--- src/rtl/loproc_shifter_pipe_pkg.sv ---
// Shared op codes, default widths and the level-to-stage distribution helpers
// for the pipelined LoPROC shifter.
package loproc_shifter_pipe_pkg;

  localparam int DATA_W_DEF    = 32;
  localparam int DATA_LOG2_DEF = 5;

  typedef enum logic [2:0] {
    SHOP_LSL = 3'd0,
    SHOP_LSR = 3'd1,
    SHOP_ASR = 3'd2,
    SHOP_ROL = 3'd3,
    SHOP_ROR = 3'd4
  } shop_e;

  // The first (sw % ps) stages carry one extra level; levels are assigned LSB-first.
  function automatic int lvl_count(input int stage, input int sw, input int ps);
    return (sw / ps) + ((stage < (sw % ps)) ? 1 : 0);
  endfunction

  function automatic int lvl_first(input int stage, input int sw, input int ps);
    return stage * (sw / ps) + ((stage < (sw % ps)) ? stage : (sw % ps));
  endfunction

  function automatic int stage_of(input int lvl, input int sw, input int ps);
    int stg;
    stg = 0;
    for (int g = 0; g < ps; g++) begin
      if (lvl >= lvl_first(g, sw, ps)) stg = g;
    end
    return stg;
  endfunction

endpackage

--- src/rtl/loproc_shift_level.sv ---
// One combinational shift level of fixed distance SHIFT (a power of two).
// When enabled it shifts/rotates and replaces the carry with its last dropped bit.
module loproc_shift_level
  import loproc_shifter_pipe_pkg::*;
#(
  parameter int DATA_W = 32,
  parameter int SHIFT  = 1
) (
  input  logic [DATA_W-1:0] data_i,
  input  logic              carry_i,
  input  logic [2:0]        op_i,
  input  logic              en_i,
  input  logic              sign_i,
  output logic [DATA_W-1:0] data_o,
  output logic              carry_o
);

  always_comb begin
    data_o  = data_i;
    carry_o = carry_i;
    if (en_i) begin
      case (op_i)
        SHOP_LSL: begin
          data_o  = data_i << SHIFT;
          carry_o = data_i[DATA_W-SHIFT];
        end
        SHOP_LSR: begin
          data_o  = data_i >> SHIFT;
          carry_o = data_i[SHIFT-1];
        end
        SHOP_ASR: begin
          // Fill comes from the original operand MSB, carried alongside the data.
          data_o  = (data_i >> SHIFT) | ({DATA_W{sign_i}} << (DATA_W - SHIFT));
          carry_o = data_i[SHIFT-1];
        end
        SHOP_ROL: begin
          data_o  = (data_i << SHIFT) | (data_i >> (DATA_W - SHIFT));
          carry_o = data_i[DATA_W-SHIFT];
        end
        SHOP_ROR: begin
          data_o  = (data_i >> SHIFT) | (data_i << (DATA_W - SHIFT));
          carry_o = data_i[SHIFT-1];
        end
        default: begin
          data_o  = data_i;
          carry_o = carry_i;
        end
      endcase
    end
  end

endmodule

--- src/rtl/loproc_shifter_pipe.sv ---
// Pipelined barrel shifter/rotator: SHAMT_W binary levels spread over
// PIPE_STAGES register stages, with valid/ready on both sides.
module loproc_shifter_pipe
  import loproc_shifter_pipe_pkg::*;
#(
  parameter int DATA_W      = DATA_W_DEF,
  parameter int SHAMT_W     = DATA_LOG2_DEF,
  parameter int PIPE_STAGES = 2
) (
  input  logic               clk,
  input  logic               rstn,
  input  logic               in_valid,
  output logic               in_ready,
  input  logic [DATA_W-1:0]  in_data,
  input  logic [SHAMT_W-1:0] in_shamt,
  input  logic [2:0]         in_op,
  output logic               out_valid,
  input  logic               out_ready,
  output logic [DATA_W-1:0]  out_data,
  output logic               out_carry,
  output logic               out_zero
);

  // Stage registers
  logic [PIPE_STAGES-1:0] valid_d, valid_q;
  logic [DATA_W-1:0]      data_d  [PIPE_STAGES];
  logic [DATA_W-1:0]      data_q  [PIPE_STAGES];
  logic [2:0]             op_d    [PIPE_STAGES];
  logic [2:0]             op_q    [PIPE_STAGES];
  logic [SHAMT_W-1:0]     shamt_d [PIPE_STAGES];
  logic [SHAMT_W-1:0]     shamt_q [PIPE_STAGES];
  logic                   sign_d  [PIPE_STAGES];
  logic                   sign_q  [PIPE_STAGES];
  logic                   carry_d [PIPE_STAGES];
  logic                   carry_q [PIPE_STAGES];
  logic                   zero_d, zero_q;

  // Per-stage inputs (from the port or the previous register) and level outputs
  logic                   src_valid [PIPE_STAGES];
  logic [DATA_W-1:0]      src_data  [PIPE_STAGES];
  logic [2:0]             src_op    [PIPE_STAGES];
  logic [SHAMT_W-1:0]     src_shamt [PIPE_STAGES];
  logic                   src_sign  [PIPE_STAGES];
  logic                   src_carry [PIPE_STAGES];
  logic [DATA_W-1:0]      res_data  [PIPE_STAGES];
  logic                   res_carry [PIPE_STAGES];

  logic [DATA_W-1:0]      lvl_din   [SHAMT_W];
  logic                   lvl_cin   [SHAMT_W];
  logic [DATA_W-1:0]      lvl_dout  [SHAMT_W];
  logic                   lvl_cout  [SHAMT_W];

  logic [PIPE_STAGES:0]   ready;

  // Handshake: a beat transfers on a rising edge where valid && ready. A stage
  // may load when it is empty or its successor takes its content this cycle, so
  // ready ripples back combinationally from out_ready with no bubble cycles.
  always_comb begin
    ready              = '0;
    ready[PIPE_STAGES] = out_ready;
    for (int g = PIPE_STAGES - 1; g >= 0; g--) begin
      ready[g] = !valid_q[g] || ready[g+1];
    end
  end

  assign in_ready = rstn && ready[0];

  always_comb begin
    src_valid[0] = in_valid;
    src_data[0]  = in_data;
    src_op[0]    = in_op;
    src_shamt[0] = in_shamt;
    src_sign[0]  = in_data[DATA_W-1];
    src_carry[0] = 1'b0;
    for (int g = 1; g < PIPE_STAGES; g++) begin
      src_valid[g] = valid_q[g-1];
      src_data[g]  = data_q[g-1];
      src_op[g]    = op_q[g-1];
      src_shamt[g] = shamt_q[g-1];
      src_sign[g]  = sign_q[g-1];
      src_carry[g] = carry_q[g-1];
    end
  end

  for (genvar j = 0; j < SHAMT_W; j++) begin : g_lvl
    localparam int STG   = stage_of(j, SHAMT_W, PIPE_STAGES);
    localparam int FIRST = lvl_first(STG, SHAMT_W, PIPE_STAGES);
    localparam int LAST  = FIRST + lvl_count(STG, SHAMT_W, PIPE_STAGES) - 1;

    if (j == FIRST) begin : g_head
      assign lvl_din[j] = src_data[STG];
      assign lvl_cin[j] = src_carry[STG];
    end else begin : g_chain
      assign lvl_din[j] = lvl_dout[j-1];
      assign lvl_cin[j] = lvl_cout[j-1];
    end

    loproc_shift_level #(
      .DATA_W (DATA_W),
      .SHIFT  (1 << j)
    ) u_level (
      .data_i  (lvl_din[j]),
      .carry_i (lvl_cin[j]),
      .op_i    (src_op[STG]),
      .en_i    (src_shamt[STG][j]),
      .sign_i  (src_sign[STG]),
      .data_o  (lvl_dout[j]),
      .carry_o (lvl_cout[j])
    );

    if (j == LAST) begin : g_tail
      assign res_data[STG]  = lvl_dout[j];
      assign res_carry[STG] = lvl_cout[j];
    end
  end

  // A stage only loads when it may advance, so a stalled stage holds everything.
  always_comb begin
    valid_d = valid_q;
    zero_d  = zero_q;
    for (int g = 0; g < PIPE_STAGES; g++) begin
      data_d[g]  = data_q[g];
      op_d[g]    = op_q[g];
      shamt_d[g] = shamt_q[g];
      sign_d[g]  = sign_q[g];
      carry_d[g] = carry_q[g];
      if (ready[g]) begin
        valid_d[g] = src_valid[g];
        if (src_valid[g]) begin
          data_d[g]  = res_data[g];
          op_d[g]    = src_op[g];
          shamt_d[g] = src_shamt[g];
          sign_d[g]  = src_sign[g];
          carry_d[g] = res_carry[g];
        end
      end
    end
    if (ready[PIPE_STAGES-1] && src_valid[PIPE_STAGES-1]) begin
      zero_d = (res_data[PIPE_STAGES-1] == '0);
    end
  end

  always_ff @(posedge clk) begin
    if (!rstn) begin
      valid_q <= '0;
      zero_q  <= 1'b0;
      for (int g = 0; g < PIPE_STAGES; g++) begin
        data_q[g]  <= '0;
        op_q[g]    <= '0;
        shamt_q[g] <= '0;
        sign_q[g]  <= 1'b0;
        carry_q[g] <= 1'b0;
      end
    end else begin
      valid_q <= valid_d;
      zero_q  <= zero_d;
      for (int g = 0; g < PIPE_STAGES; g++) begin
        data_q[g]  <= data_d[g];
        op_q[g]    <= op_d[g];
        shamt_q[g] <= shamt_d[g];
        sign_q[g]  <= sign_d[g];
        carry_q[g] <= carry_d[g];
      end
    end
  end

  assign out_valid = valid_q[PIPE_STAGES-1];
  assign out_data  = data_q[PIPE_STAGES-1];
  assign out_carry = carry_q[PIPE_STAGES-1];
  assign out_zero  = zero_q;

endmodule
--- config.mk ---
export PLATFORM = sky130hd
export DESIGN_NAME = loproc_shifter_pipe
export DESIGN_NICKNAME = d
export VERILOG_FILES = /design/src/rtl/loproc_shifter_pipe_pkg.sv /design/src/rtl/loproc_shift_level.sv /design/src/rtl/loproc_shifter_pipe.sv
export SDC_FILE = /design/constraint.sdc
export NUM_CORES = 1
export LEC_CHECK = 0
export ABC_AREA = 1
export CORE_AREA = 2 2 119 121
export CTS_BUF_LIST = sky130_fd_sc_hd__clkbuf_8
export DETAILED_ROUTE_END_ITERATION = 6
export DIE_AREA = 0 0 121 123
export GPL_ROUTABILITY_DRIVEN = 1
export PLACE_DENSITY = 0.71
export RECOVER_POWER = 50
export SLEW_MARGIN = 5
export SYNTH_ARGS = -nofsm -noshare
export SYNTH_HDL_FRONTEND = slang
export SYNTH_SLANG_ARGS = --single-unit
--- constraint.sdc ---
create_clock -name clk -period 4.06 [get_ports clk]
set_input_delay 0.812 -clock clk [delete_from_list [all_inputs] [get_ports clk]]
set_output_delay 0.812 -clock clk [all_outputs]
set_load 0.01 [all_outputs]
==> flow_summary.ini, run 1 <==
[floorplanning]
die_area_mm2 = 0.0149
die_h_um = 123
start_util = 0.488
std_cell_rows = 43
core_mm2 = 0.0136
fp.dieW_um = 121
pin_count = 80

[yosys]
yosysWarningCount = 0
synth_compound_area_frac = 0.220
synthDistinctLibCells = 36
syn_inst = 1172
synth_area_per_cell_um2 = 5.66
synth_area_mm2 = 0.00664
synth-adder-area-share = 0
synth-seq-cells = 75
yosysSeqAreaShare = 0.235
synth_top_family_by_area = simple AND/OR/NAND/NOR gates
syn-num-nets = 1216
synthSimpleGateAreaFrac = 0.387
synth_xor_area_frac = 0
synth_edf_count = 6
synthMuxAreaShare = 0
ys.flop_type = dfxtp_1
synthArstFlopShare = 0

[grt]
grt_max_degree = 85
antenna_found_initial = 0
use_met3 = 0.0337
grt_overflow_total = 0
grt.busiest_layer = met2
grt_pass1_vias = 6520
met1_usage = 0.367
grt_pass1_wl_mm = 32.4
grt_usage = 0.271
met2_usage = 0.438

[clock_tree]
clk_root_buffer_cell = clkbuf_8
cts_tree = yes
holdBufCountCts = 0
cts_made_buffers = 9
cts_setup_buffers = 0
clk_path_buf_depth = 2
cts_sinks = 75
clkLatencyLatePin_ps = 370
ctsResizeCount = 0
htree_levels = 3
clk_pin_slew_ps = 80

[critical_path]
cp-startpoint = in_op[1]
rr_startpoint = op_q[0][0]
crit_arrival_ps = 3430
r2r_end = out_zero
r2r.worst_path.cells = 13
start_kind = primary input
r2r_slack_ps = 1250
crit_path_max_fanout = 40
worstSetupEndpoint = data_q[0][10]
worstSetupPathType = primary input to register
worst_setup_path_end_kind = register
required_ps = 4280

[place]
dpl_cell_area_mm2 = 0.00717
port_buffers = 79
dp_hpwl_mm = 14.8
gp_congestion = 0.934

[timing]
finalCritPeriodShare = 0.792
holdWs_ps = 475
rsz0062_at_grt = false
slew_headroom = 0.318
tightest_slew_ps = 1020
period_needed_ps = 3210
tns_ps = 0
setup_viol = 0
drv_slew = 0
fmax_ghz = 0.311
hold_viol = 0
skew_ps = 13.3

[finish]
nFillCells = 1443
final_cell_mix = 344 x nand2_1, 150 x nand3_1, 105 x inv_1, 105 x a21oi_1, 93 x nor2_1
syn2layout_area_growth_pct = 11.1
n_antenna_cell = 0
drive_gt1_frac = 0.0557
fin_area_mm2 = 0.00737
final_common_cell = nand2_1
nNetsFinal = 1223
post-route-util = 0.542

[routing]
post_drt_wl_per_cell_um = 14.6
first_pass_iters = 7
first_iter_violations = 578
drc = 0
vias_per_cell = 5.46
wirelength_mm = 20.0
vias = 7443
ant_nets = 0

[pwr]
power_density_mw_per_mm2 = 321
ir_drop_mv = 0.153
leakage_uw = 0.00364

[min_path]
hp-class = register to register
hold_start = carry_q[0][1]

[status]
status = finished clean

[job]
cap_violations = 0
## sequential cells by signal, indices dropped and copies added (netlist names)
name,flops
carry_q,2
valid_q,2
shamt_q,2
op_q,3
sign_q,1
data_q,64
out_zero,1
## per-layer routing
metal / wire length [µm] / part of all wire
met4: 735 / 0.037
met1: 8850 / 0.44
met3: 1330 / 0.067
met5: 0 / 0
met2: 9060 / 0.45
## how the worst min path moves through the flow
stage,to,slack (ps),cells after the start
2_1_floorplan,carry_q[0][0],420,2
3_3_place_gp,carry_q[0][1],470,2
3_5_place_dp,carry_q[0][1],460,2
4_1_cts,carry_q[0][1],480,2
5_1_grt,carry_q[0][0],480,2
6_report,carry_q[0][1],470,2
## where the power goes
part / leakage, µW / switching [µW] / internal, µW
sequential: 0.000634 / 50.3 / 809
combinational: 0.00290 / 585 / 297
clock: 0.000106 / 302 / 320
## per-stage QoR
stage                     setup slack, ps  total power (µW)  std cells
after floorplan                      1850              1520       1172
after CTS                             919              2370       1364
after detailed placement              542              1750       1348
after global routing                  628              2500       1364
final                                 845              2360       1364
after global placement                552              1750       1348
## kinds of logic after synthesis
group	Yosys count
flops	75
buf+inv	210
compound gates	276
simple gates	611
## worst max-delay path: stages
cell             delay, ps
clkdlybuf4s50_1        560
nor2_2                  90
nor2_4                 160
nor2_4                  60
inv_2                  450
buf_4                  300
nand2_1                110
nand3_1                 90
nand2_1                 60
o21ai_1                270
nor2_1                  70
o21ai_1                270
o21ai_0                130
## cells in the mapped netlist (3+ instances only)
library cell,count,area [µm²]
inv_2,4,15.0
buf_4,41,308
edfxtp_1,6,180
or2_1,3,18.8
o21ai_2,6,52.6
nor2_4,3,33.8
nor2_1,94,353
clkbuf_1,27,101
a21oi_1,105,526
or2_2,4,25.0
buf_1,4,15.0
buf_2,18,90.1
nand2_1,344,1290
buf_6,9,101
o211ai_1,7,52.6
nor2_2,3,18.8
dfxtp_1,69,1380
nand2_2,5,31.3
nand3_1,150,751
o21ai_1,81,405
o21ai_0,66,330
inv_1,105,394
## final cells by class
class / instances / area [µm²] / share of cell area
flip-flops and latches: 75 / 1560 / 0.212
multi-input cells: 887 / 4030 / 0.547
clock buffers: 11 / 151 / 0.0205
inverters: 109 / 409 / 0.0555
well taps: 180 / 225 / 0.0305
repair buffers: 97 / 932 / 0.126
clock inverters: 5 / 60.1 / 0.00815
No activity file was read; power rests on OpenSTA's default activity.
==> run 2, diff against run 1 <==
- clock period: 4.06 -> 3.35 ns (I/O delays scaled with it)
==> run 2 against run 1 <==
  * Routed wire length grew 0.44%
  * Critical path depth is the same
  * Sequential power grew 21%
  * Clock skew shrank 2.5 ps
  * Worst setup slack lost 310 ps
  * Register-to-register slack lost 650 ps
  * Combinational power grew 22%
  * Sequential share of layout area shrank 0.24 points
  * Power grew 22%
  * Core utilization grew 0.62 points
  * Worst hold slack lost 11 ps
  * Via count grew 1.0%
  * Largest cell class unchanged
  * Largest power group unchanged
  * Highest routed layer unchanged
==> flow_summary.ini, run 2 (synthesis gave the netlist of run 1 again) <==
[status]
status = finished clean

[floorplanning]
die_h_um = 123
fp.dieW_um = 121
start_util = 0.488
die_area_mm2 = 0.0149
std_cell_rows = 43
core_mm2 = 0.0136
pin_count = 80

[place]
dpl_cell_area_mm2 = 0.00725
dp_cells = 1356
dp_hpwl_mm = 15.1
port_buffers = 79
dp_worst_setup_slack_ps = 203
gp_congestion = 0.933

[timing]
fmax_ghz = 0.355
tightest_slew_ps = 877
skew_ps = 10.8
rsz0062_at_grt = false
setup_viol = 0
slew_headroom = 0.414
hold_viol = 0
drv_slew = 0
finalWorstSetupSlack_ps = 533
finalCritPeriodShare = 0.841
holdWs_ps = 464
tns_ps = 0
period_needed_ps = 2820

[critical_path]
worstSetupEndpoint = data_q[0][11]
crit_arrival_ps = 3040
worstSetupPathType = primary input to register
r2r.worst_path.cells = 14
cp-startpoint = in_op[1]
start_kind = primary input
crit_path_max_fanout = 31
r2r_end = out_zero
r2r_slack_ps = 600
worst_setup_path_end_kind = register
required_ps = 3570
rr_startpoint = op_q[0][1]

[clock_tree]
clk_pin_slew_ps = 80
clkLatencyLatePin_ps = 360
ctsResizeCount = 0
clk_root_buffer_cell = clkbuf_8
cts_made_buffers = 9
htree_levels = 3
cts_tree = yes
cts_setup_buffers = 0
clk_path_buf_depth = 2
holdBufCountCts = 0
cts_sinks = 75

[routing]
wirelength_mm = 20.1
first_pass_iters = 5
vias_per_cell = 5.48
drc = 0
ant_nets = 0
post_drt_wl_per_cell_um = 14.6
first_iter_violations = 608
vias = 7520

[pwr]
leakage_uw = 0.00369
power_frac_comb = 0.375
ir_drop_mv = 0.218
internal_power_uw = 1770
p_sw_uw = 1120
power_density_mw_per_mm2 = 388
swShare = 0.388
p_clk_frac = 0.265
power_frac_seq = 0.360

[finish]
n_antenna_cell = 0
final_common_cell = nand2_1
final_cell_mix = 346 x nand2_1, 150 x nand3_1, 106 x inv_1
top_register = data_q
top_regs = data_q (64), op_q (3)
final_cell_count_no_fill = 1372
fin_area_mm2 = 0.00746
nNetsFinal = 1231
syn2layout_area_growth_pct = 12.3
largest_register_ffs = 64
drive_gt1_frac = 0.0587
nFillCells = 1475

[grt]
grt_usage = 0.274
grt_overflow_total = 0
grt_max_degree = 63
grt_pass1_vias = 6573
antenna_found_initial = 0
grt_pass1_wl_mm = 32.6

[job]
cap_violations = 0

[min_path]
hold_start = carry_q[0][1]
hp-class = register to register
-- run 2: cell types whose count changed in the layout (fill, tap and decap cells not counted), moves of 2 or more --
| cell | change |
|---|---|
| nand2_1 | +2 |
| buf_4 | +6 |
| clkbuf_8 | -2 |
| buf_12 | +2 |
| nand2_2 | -2 |
-- run 2: metrics by stage --
step	utilization	power [µW]
2_1_floorplan	-	1840
3_3_place_gp	0.533	2140
3_5_place_dp	0.533	2140
4_1_cts	0.549	2910
5_1_grt	0.548	3080
6_report	0.548	2890
-- run 2: critical path: stages --
cell,delay (ps)
clkdlybuf4s50_1,550
nor2_2,80
nor2_4,160
nor2_4,50
inv_2,380
buf_4,300
nand2_1,100
nand3_1,100
nand3_1,70
nand2_1,140
o21ai_1,100
o21ai_1,210
o21ai_0,110
-- run 2: final cells by class --
type	instances	area (µm²)	share of cell area
inverter	109	409	0.0549
timing repair buffer	105	1020	0.136
clock inverter	7	92.6	0.0124
tap	180	225	0.0302
sequential	75	1560	0.209
multi-input combinational	887	4030	0.540
clock buffer	9	124	0.0166
-- run 2: worst min-delay path by stage --
stage,cells past startpoint,slack [ps],endpoint
2_1_floorplan,2,420,carry_q[0][0]
3_3_place_gp,2,460,carry_q[0][1]
3_5_place_dp,2,460,carry_q[0][1]
4_1_cts,2,470,carry_q[0][1]
5_1_grt,2,500,out_zero
6_report,2,460,carry_q[0][1]
-- run 2: per-layer routing --
layer	GRT usage	vias to the layer above	wire length, µm
met2	0.433	311	9090
met4	0.116	0	717
met5	0	-	0
met3	0.0507	44	1330
met1	0.368	3340	8930
li1	-	3825	-
-- run 2: power groups by stage --
stage,logic [µW],clock network [µW],registers [µW]
after CTS,1080,782,1040
after detailed placement,1080,0,1060
final,1080,767,1040
after global routing,1210,818,1050
after floorplan,800,0,1040
after global placement,1070,0,1060
==> run 3, diff against run 2 <==
- clock period: 3.35 -> 2.75 ns (I/O delays scaled with it)
==> run 3 against run 2 <==
  * Sequential share of layout area fell by 0.77 points
  * Power rose by 25%
  * Flip-flop and latch count did not move
  * Design area rose by 3.8%
  * Cell count rose by 2.0%
  * Critical endpoint is now out_zero
  * Sequential power rose by 22%
  * Routed wire length rose by 0.60%
  * Worst setup slack got worse by 320 ps
  * Highest routed layer unchanged
  * Die area did not move
==> flow_summary.ini, run 3 (synthesis gave the netlist of run 1 again) <==
[clock_tree]
holdBufCountCts = 0
clk_root_buffer_cell = clkbuf_8
htree_levels = 3
cts_setup_buffers = 0
cts_tree = yes
cts_made_buffers = 9
clk_path_buf_depth = 2
ctsResizeCount = 0
clkLatencyLatePin_ps = 360
cts_sinks = 75
clk_pin_slew_ps = 90

[timing]
slew_headroom = 0.466
setup_viol = 0
fmax_ghz = 0.394
tightest_slew_ps = 801
finalCritPeriodShare = 0.923
period_needed_ps = 2540
drv_slew = 0
hold_viol = 0
rsz0062_at_grt = false
skew_ps = 11.6

[critical_path]
critical-path-top-delay-family = simple AND/OR/NAND/NOR gates
start_kind = register
crit_slowest_cell = edfxtp_1
rr_startpoint = op_q[0][0]
crit_path_max_fanout = 9
worst_setup_path_end_kind = register
r2r_slack_ps = 210
cpPeakStageDelay_ps = 480
required_ps = 2980
worstSetupPathType = register to register
crit_arrival_ps = 2770
path_buf_inv = 1
r2r.worst_path.cells = 13
crit_top_cell = nand2_1
r2r_end = out_zero
worstPathCellList = o21ai_2 > nand2_1 > nor2_1 > clkbuf_1 > nand3_1 > nand2_1 > nor2_1 > nand2_1 > nor2_1 > nand2_1 > nor2_1 > nand2_1 > a21oi_2

[pwr]
swShare = 0.382
internal_power_uw = 2240
leakage_uw = 0.00385
ir_drop_mv = 0.230
p_sw_uw = 1380
power_frac_seq = 0.349
p_clk_frac = 0.269
power_frac_comb = 0.381
power_density_mw_per_mm2 = 469

[routing]
vias_per_cell = 5.44
wirelength_mm = 20.2
first_iter_violations = 630
first_pass_iters = 5
ant_nets = 0
vias = 7614
post_drt_wl_per_cell_um = 14.4
drc = 0

[finish]
final_common_cell = nand2_1
multiInputGateArea_mm2 = 0.00403
seq_area_mm2 = 0.00156
nNetsFinal = 1258
final_cell_mix = 344 x nand2_1, 150 x nand3_1, 105 x inv_1, 105 x a21oi_1, 93 x nor2_1
syn2layout_area_growth_pct = 16.6
final_cell_count_no_fill = 1399
n_antenna_cell = 0
drive_gt1_frac = 0.0812
top_register = data_q
largest_register_ffs = 64
top_regs = data_q (64), op_q (3)
nFillCells = 1389
post-route-util = 0.569

[floorplanning]
die_h_um = 123
start_util = 0.488
core_mm2 = 0.0136
std_cell_rows = 43
pin_count = 80
fp.dieW_um = 121
die_area_mm2 = 0.0149

[grt]
grt_usage = 0.279
grt_max_degree = 50
grt_pass1_vias = 6963
grt_pass1_wl_mm = 33.4
grt_overflow_total = 0
antenna_found_initial = 0

[min_path]
hold_start = carry_q[0][0]
hp-class = register to register
min_path_cells = 2
worstHoldEndpoint = carry_q[0][0]

[place]
gp_congestion = 1.01
dp_cells = 1383
port_buffers = 79
dp_hpwl_mm = 15.6

[job]
cap_violations = 0

[status]
status = finished clean
==> run 3: cell count changes in the layout (fill, tap and decap cells not counted), moves of 2 or more <==
cell        delta
clkinvlp_4     -2
nand2_2        +2
nand2_1        -2
buf_12         +5
buf_4         +21
==> run 3: worst min-delay path, delay by kind of cell, from the launching register on <==
family	cells	cell delay, ps
flops	1	320
simple gates	2	100
==> run 3: through the flow <==
stage / power [µW] / hold WS [ps] / instance area [µm²] / worst slack (ps) / TNS [ps]
after floorplan: 2240 / 421 / 6640 / 798 / 0
after global placement: 2660 / 455 / 7520 / -105 / -373
after global routing: 3870 / 482 / 7740 / 20.9 / 0
after detailed placement: 2670 / 456 / 7520 / -111 / -1040
final: 3630 / 466 / 7740 / 211 / 0
after CTS: 3650 / 468 / 7750 / 258 / 0
==> run 3: worst max path at each step <==
| stage | from | to | slack (ps) | depth (start not counted) |
|---|---|---|---|---|
| 2_1_floorplan | in_op[2] | data_q[0][27] | 800 | 10 |
| 3_3_place_gp | in_op[2] | data_q[0][31] | -100 | 15 |
| 3_5_place_dp | in_op[1] | carry_q[0][0] | -110 | 15 |
| 4_1_cts | in_op[1] | data_q[0][31] | 260 | 15 |
| 5_1_grt | in_op[1] | carry_q[0][0] | 20 | 15 |
| 6_report | op_q[0][0] | out_zero | 210 | 13 |
==> run 3: final cells by class <==
class	instances	share of cell area
Inverter	109	0.0529
Sequential cell	75	0.202
Multi-Input combinational cell	887	0.521
Clock buffer	10	0.0178
Clock inverter	6	0.0123
Tap cell	180	0.0291
Timing Repair Buffer	132	0.165
==> run 3: power by group through the flow <==
| stage | Clock (µW) | Combinational, µW | Sequential [µW] |
|---|---|---|---|
| 2_1_floorplan | 0 | 974 | 1270 |
| 6_report | 977 | 1380 | 1270 |
| 3_3_place_gp | 0 | 1370 | 1290 |
| 4_1_cts | 997 | 1380 | 1270 |
| 5_1_grt | 1050 | 1550 | 1280 |
| 3_5_place_dp | 0 | 1380 | 1290 |
==> run 3: routing by layer <==
metal | GRT usage | share of wire | vias to the layer above
li1 | - | - | 3880
met1 | 0.363 | 0.44 | 3356
met2 | 0.450 | 0.45 | 311
met3 | 0.0443 | 0.067 | 67
met4 | 0.134 | 0.044 | 0
met5 | 0 | 0 | -
